**config.mk**
```make
export PLATFORM = sky130hd
export DESIGN_NAME = gcd_unit_param
export DESIGN_NICKNAME = d
export VERILOG_FILES = /design/src/rtl/gcd_unit_param.sv
export SDC_FILE = /design/constraint.sdc
export NUM_CORES = 1
export LEC_CHECK = 0
export CORE_ASPECT_RATIO = 2
export CORE_UTILIZATION = 49
export CTS_CLUSTER_DIAMETER = 50
export DETAILED_ROUTE_END_ITERATION = 12
export GPL_TIMING_DRIVEN = 0
export PLACE_DENSITY_LB_ADDON = 0.12
export SLEW_MARGIN = 20
export SYNTH_ARGS = -nofsm -noshare
export SYNTH_HDL_FRONTEND = slang
export SYNTH_SLANG_ARGS = --single-unit
```
**constraint.sdc**
```tcl
create_clock -name clk -period 2.27 [get_ports clk]
set_clock_uncertainty 0.15 [all_clocks]
set_input_delay 0.454 -clock clk [delete_from_list [all_inputs] [get_ports clk]]
set_output_delay 0.454 -clock clk [all_outputs]
set_load 0.02 [all_outputs]
```
**src/rtl/gcd_unit_param.sv**
```systemverilog
// gcd_unit_param: repeated-subtraction GCD with start/busy/done handshake and held result.
// Define GCD_CYCLES_EN to expose the per-job subtraction-step count on port 'cycles'.
module gcd_unit_param #(
    parameter int WIDTH = 8
) (
    input  logic             clk,
    input  logic             clr_n,
    input  logic             start,
    input  logic [WIDTH-1:0] xin,
    input  logic [WIDTH-1:0] yin,
    output logic             busy,
    output logic             done,
    output logic [WIDTH-1:0] gcd,
    output logic             err
`ifdef GCD_CYCLES_EN
    ,
    output logic [WIDTH-1:0] cycles
`endif
);
    typedef enum logic [1:0] {
        IDLE = 2'd0,
        CALC = 2'd1,
        DONE = 2'd2
    } state_t;

    state_t           state, state_nxt;
    logic [WIDTH-1:0] x, y;
    logic             fin;
    logic             accept;

    // Zero operands and x==y all finish in one step without subtracting.
    assign fin    = (x == '0) || (y == '0) || (x == y);
    assign accept = (state == IDLE) && start;

    always_ff @(posedge clk or negedge clr_n) begin
        if (!clr_n) state <= IDLE;
        else        state <= state_nxt;
    end

    always_comb begin
        state_nxt = state;
        unique case (state)
            IDLE:    if (start) state_nxt = CALC;
            CALC:    if (fin)   state_nxt = DONE;
            DONE:    state_nxt = IDLE;
            default: state_nxt = IDLE;
        endcase
    end

    always_comb begin
        busy = (state == CALC);
        done = (state == DONE);
    end

    always_ff @(posedge clk or negedge clr_n) begin
        if (!clr_n) begin
            x <= '0;
            y <= '0;
        end else if (accept) begin
            x <= xin;
            y <= yin;
        end else if (state == CALC && !fin) begin
            if (x > y) x <= x - y;
            else       y <= y - x;
        end
    end

    // With one operand zero the other is the answer; both zero yields 0 with err.
    always_ff @(posedge clk or negedge clr_n) begin
        if (!clr_n) begin
            gcd <= '0;
            err <= 1'b0;
        end else if (state == CALC && fin) begin
            gcd <= (x == '0) ? y : x;
            err <= (x == '0) && (y == '0);
        end
    end

`ifdef GCD_CYCLES_EN
    logic [WIDTH-1:0] cnt;

    always_ff @(posedge clk or negedge clr_n) begin
        if (!clr_n) begin
            cnt    <= '0;
            cycles <= '0;
        end else if (accept) begin
            cnt <= '0;
        end else if (state == CALC) begin
            if (fin) cycles <= cnt;
            else     cnt    <= cnt + WIDTH'(1);
        end
    end
`endif

endmodule

```
# After elaboration in Yosys (flattened, before gate mapping)
# Cells that the tools add are included.
classes:
  addsub: 2
  n_mul: 0
  div_mod_pow: 0
  order_cmp: 1
  n_eq_ne: 6
  shifts: 0
  muxes: 10
  bitwise_logic: 0
  n_reduce_logical: 15
op_table:
  columns: ["op", "count"]
  rows:
  - ["two-way mux 8 bit", 7]
  - ["logical NOT 8 bit", 2]
  - ["subtractor 8 bit", 2]
  - ["equality test 8 bit", 1]
  - ["greater-than comparator 8 bit", 1]
  - ["AND reduction 2 bit", 3]
  - ["logical AND 1 bit", 4]
  - ["two-way mux 2 bit", 2]
  - ["inequality test 2 bit (second input constant)", 2]
  - ["case mux 2 bit (2 select lines)", 1]
  - ["nonzero test 2 bit", 2]
  - ["equality test 2 x 1 -> 1 bit (second input constant)", 1]
  - ["equality test 2 bit (second input constant)", 1]
  - ["logical NOT 2 bit", 1]
  - ["logical OR 1 bit", 2]
  - ["inequality test 2 x 1 -> 1 bit (second input constant)", 1]
  - ["logical NOT 1 bit", 1]
word_totals:
  reg_bits: 27
  latch_bits: 0
  ram_bits: 0
  mem_bits_ro: 0
  input_bits: 19
  output_inout_bits: 11
  wordCells: 39
  mem_count: 0

# Logic depth before layout (Yosys ltp)
depth:
  depth_word: 7
  depth_mapped: 9
  ltp_nobuf: 8

# Least setup slack after synthesis
# OpenSTA, ideal clock, no wires.
synth_path:
  path_kind: "flip-flop to flip-flop"
  from: "register x[0]"
  to: "register x[5]"
  setup_time_ns: 0.126
  arrival_time_ns: 2.108
  required_ns: 1.994
  setup_slack_ns: -0.114
  path_stages_with_launch: 10
  n_path_buf: 1
  synth_period_minus_slack_ns: 2.384
  cell_sequence: "dfrtp_1 > inv_1 > ha_1 > fa_1 > nand2b_1 > a211oi_2 > or3_1 > buf_6 > a21oi_4 > a221o_1"
synth_via:
  elab_chain_len: 7
  elab_cells_between_ends: 14
  cone_classes: "add/sub: 1; order compare: 1; eq/ne: 1; mux: 3; reduce/logical: 8"
synth_lines:
  columns: ["element", "line_no", "rtl"]
  rows:
  - ["from (decl)", "27", "logic [WIDTH-1:0] x, y;"]
  - ["from (signal assigned)", "60", "x <= xin;"]
  - ["from (signal assigned)", "63", "if (x > y) x <= x - y;"]
  - ["parallel branches: the longest is 7 deep, another holds subtractor 8 bit", null, null]
# Several ways; the timed one is not identified. The select of a mux whose other input is x is not followed.
# A chain may end at the register's enable or synchronous reset.

# Worst setup path in the final report
layout_path:
  from: "register y[0]"
  to: "register x[5]"
layout_via:
  elab_chain_len: 7
  elab_cells_between_ends: 14
  cone_classes: "add/sub: 1; order compare: 1; eq/ne: 1; mux: 3; reduce/logical: 8"
layout_lines:
  columns: ["element", "line_no", "rtl"]
  rows:
  - ["from (decl)", "27", null]
  - ["from (signal assigned)", "61", "y <= yin;"]
  - ["from (signal assigned)", "64", "else y <= y - x;"]
  - ["parallel branches: the longest is 7 deep, another holds subtractor 8 bit", null, null]
# Several ways; the timed one is not identified. The select of a mux whose other input is x is not followed.

==> results.toml <==
[clock_network]
htreeDepth = 1
tritoncts = "yes"
clk_pin_slew_worst_paths_ps = 100
clock-sinks = 27
root_buffer = "clkbuf_8"
cts_buffer_depth = 2
clk_latency_ps = 280
cts_made_buffers = 3

[worst_setup_path]
crit_buf_inv = 1
regToRegSetupSlack_ps = -90
cp_slowest_stage_delay_ps = 430
crit_type = "reg -> reg"
endpoint_kind = "flop"
crit_fanout = 5
r2r_end = "x[5]"
crit_chain = "ha_4 > fa_2 > nand2b_4 > a211oi_4 > or3_4 > buf_8 > a21oi_4 > a221o_1"
crit_arrival_ps = 2380
reg2regPathDepth = 8
path_delay_family = "compound AO/OA/AOI/OAI gates"
r2r_start = "y[0]"
start_kind = "flop"
worstPathRequired_ps = 2300
cp_slowest_cell = "dfrtp_1"

[outcome]
violations = "setup timing"
status = "complete, but fails checks"

[die]
core_sq_mm = 0.00405
die_y_um = 93.7
start_util = 0.509
die_x_um = 47.8
row_count = 33
io_pins = 30
dieArea_sq_mm = 0.00448

[yosys]
synthesis.nets = 255
netlist_area_sq_mm = 0.00206
postSynthCellCount = 219
synth-async-reset-ratio = 1.00
avgSynthCellArea_sq_um = 9.40
synth_flop_cell = "dfrtp_1"
ys_warn_count = 0
synth_enable_flop_cells = 0
yosys_register_bits = 27
synth.distinct_cells = 53
yosysSeqAreaShare = 0.328

[detailed_routing]
routed_via_density = 5.98
vias = 1949
routed_wl_mm = 6.15
first_pass_iters = 4
antenna_left = 0
drc = 0
drtIter0Drc = 71
drt-wirelength-per-cell_um = 18.9

[grt]
antenna_found_initial = 0
grt_use_total = 0.307
grt_max_degree = 28
grt_overflow = 0
grt_pass1_wl_mm = 9.72
grt_pass1_vias = 2001

[worst_hold_path]
hold_path.class = "in -> async"

[placement]
portBuffers = 29
dp_hpwl_mm = 4.42
gp_congestion = 0.934
placed_area_sq_mm = 0.00243

[flow_run]
cap_violations = 0

[final_layout]
syn_to_final_growth_pct = 35.2
nets = 311
drive_gt1_frac = 0.285
postLayoutCellArea_sq_mm = 0.00278
n_antenna_cell = 0

[sta]
relSlewSlack = 0.587
hold_viol = 0
slew_violations = 0
fin_ws_ps = -86.7
max_clock_freq_mhz = 424
period_share = 1.04
worst_slew_pin_slew_ps = 620
grt_setup_unrepaired = "true"
setup_violations = 12
finalCriticalPeriod_ps = 2360
final cells by class:
type	count	area, sq um
Multi-Input combinational cell	162	1360
Fill cell	353	1260
Sequential cell	27	684
Timing Repair Buffer	51	454
Buffer	12	108
Inverter	18	67.6
Tap cell	52	65.1
Clock buffer	3	41.3
Clock inverter	1	7.51
cell families (layout without fill, tap and decap cells):
kind of cell | after synthesis | in the layout | synth area share
AND/OR/NAND/NOR | 72 | 72 | 0.196
AO/OA/AOI/OAI | 64 | 64 | 0.249
buffers and inverters | 30 | 85 | 0.0772
flip-flops | 27 | 27 | 0.328
adder cells (fa/ha/maj) | 17 | 17 | 0.111
XOR/XNOR | 8 | 8 | 0.0340
multiplexers | 1 | 1 | 0.00486
worst reg2reg max path, stage by stage, from the launching register on:
cell and delay [ps]:
dfrtp_1 430, ha_4 190, fa_2 350, nand2b_4 170, a211oi_4 230, or3_4 180
buf_8 120, a21oi_4 90, a221o_1 350
routing by layer:
metal / share of wire / global-route usage
met1: 0.37 / 0.333
met2: 0.56 / 0.541
met3: 0.033 / 0.0308
met4: 0.042 / 0.155
met5: 0 / 0
worst max-delay path by stage:
stage,slack [ps],startpoint,endpoint,cells past startpoint
floorplan,-30,x[0],x[5],9
global placement,-290,y[3],x[5],8
detailed placement,-310,x[0],x[5],9
global route,-160,x[5],y[7],9
CTS,-80,y[0],x[5],8
finish,-90,y[0],x[5],8
cell usage in the layout, fill, tap and decap left out, drive strengths merged, types with 3 or more instances in the layout:
cell type / count
a211o: 3
a211oi: 6
a21oi: 25
a221o: 9
a221oi: 5
and2: 5
buf: 33
clkbuf: 5
clkdlybuf4s50: 27
dfrtp: 27
ha: 15
inv: 18
nand2: 9
nand2b: 4
nand3b: 4
nand4: 4
nor2: 20
nor2b: 3
nor3: 8
nor4: 5
xnor2: 6
metrics by stage:
stage	hold slack [ps]	worst slack [ps]	TNS, ps	instances	util
CTS	56.5	-81.4	-421	320	0.669
global route	86.4	-164	-1900	326	0.688
finish	25.5	-86.7	-525	326	0.688
detailed placement	357	-308	-4380	300	0.600
floorplan	8.41	-33.4	-139	219	-
global placement	352	-285	-4050	300	0.601
Yosys cell counts (all sizes together), types with 2 or more instances:
cell	n	area (sq um)
ha	15	188
a21boi	2	15.0
or3	2	12.5
o311ai	2	17.5
a221oi	5	50.0
o21ai	2	10.0
a221o	9	90.1
clkbuf	2	7.51
buf	10	83.8
a211o	3	26.3
nand2	9	33.8
nand3b	4	30.0
xor2	2	17.5
a211oi	6	55.1
dfrtp	27	676
nand3	2	10.0
xnor2	6	52.6
nor3	8	45.0
nand2b	4	25.0
fa	2	40.0
or2	2	15.0
a21oi	25	148
and2	5	31.3
nand4	4	31.3
nor2	20	82.6
nor2b	3	18.8
a31oi	2	27.5
nor4	5	31.3
a21o	2	15.0
inv	18	67.6
registers in the layout, indices dropped and copies added, names as in the netlist:
name   flops
gcd        8
x          8
state      2
y          8
err        1
timing repair:
| action | CTS | global route |
|---|---|---|
| gates cloned | 1 | 0 |
| endpoints found under the setup margin | 25 | 26 |
| hold buffers | 0 | 0 |
| resized for setup | 27 | 11 |
| pin swaps | 14 | 4 |
| setup buffers | 15 | 6 |
Power is not shown: default switching activity piles up to over one toggle a cycle in this logic, so the estimate is an artifact.
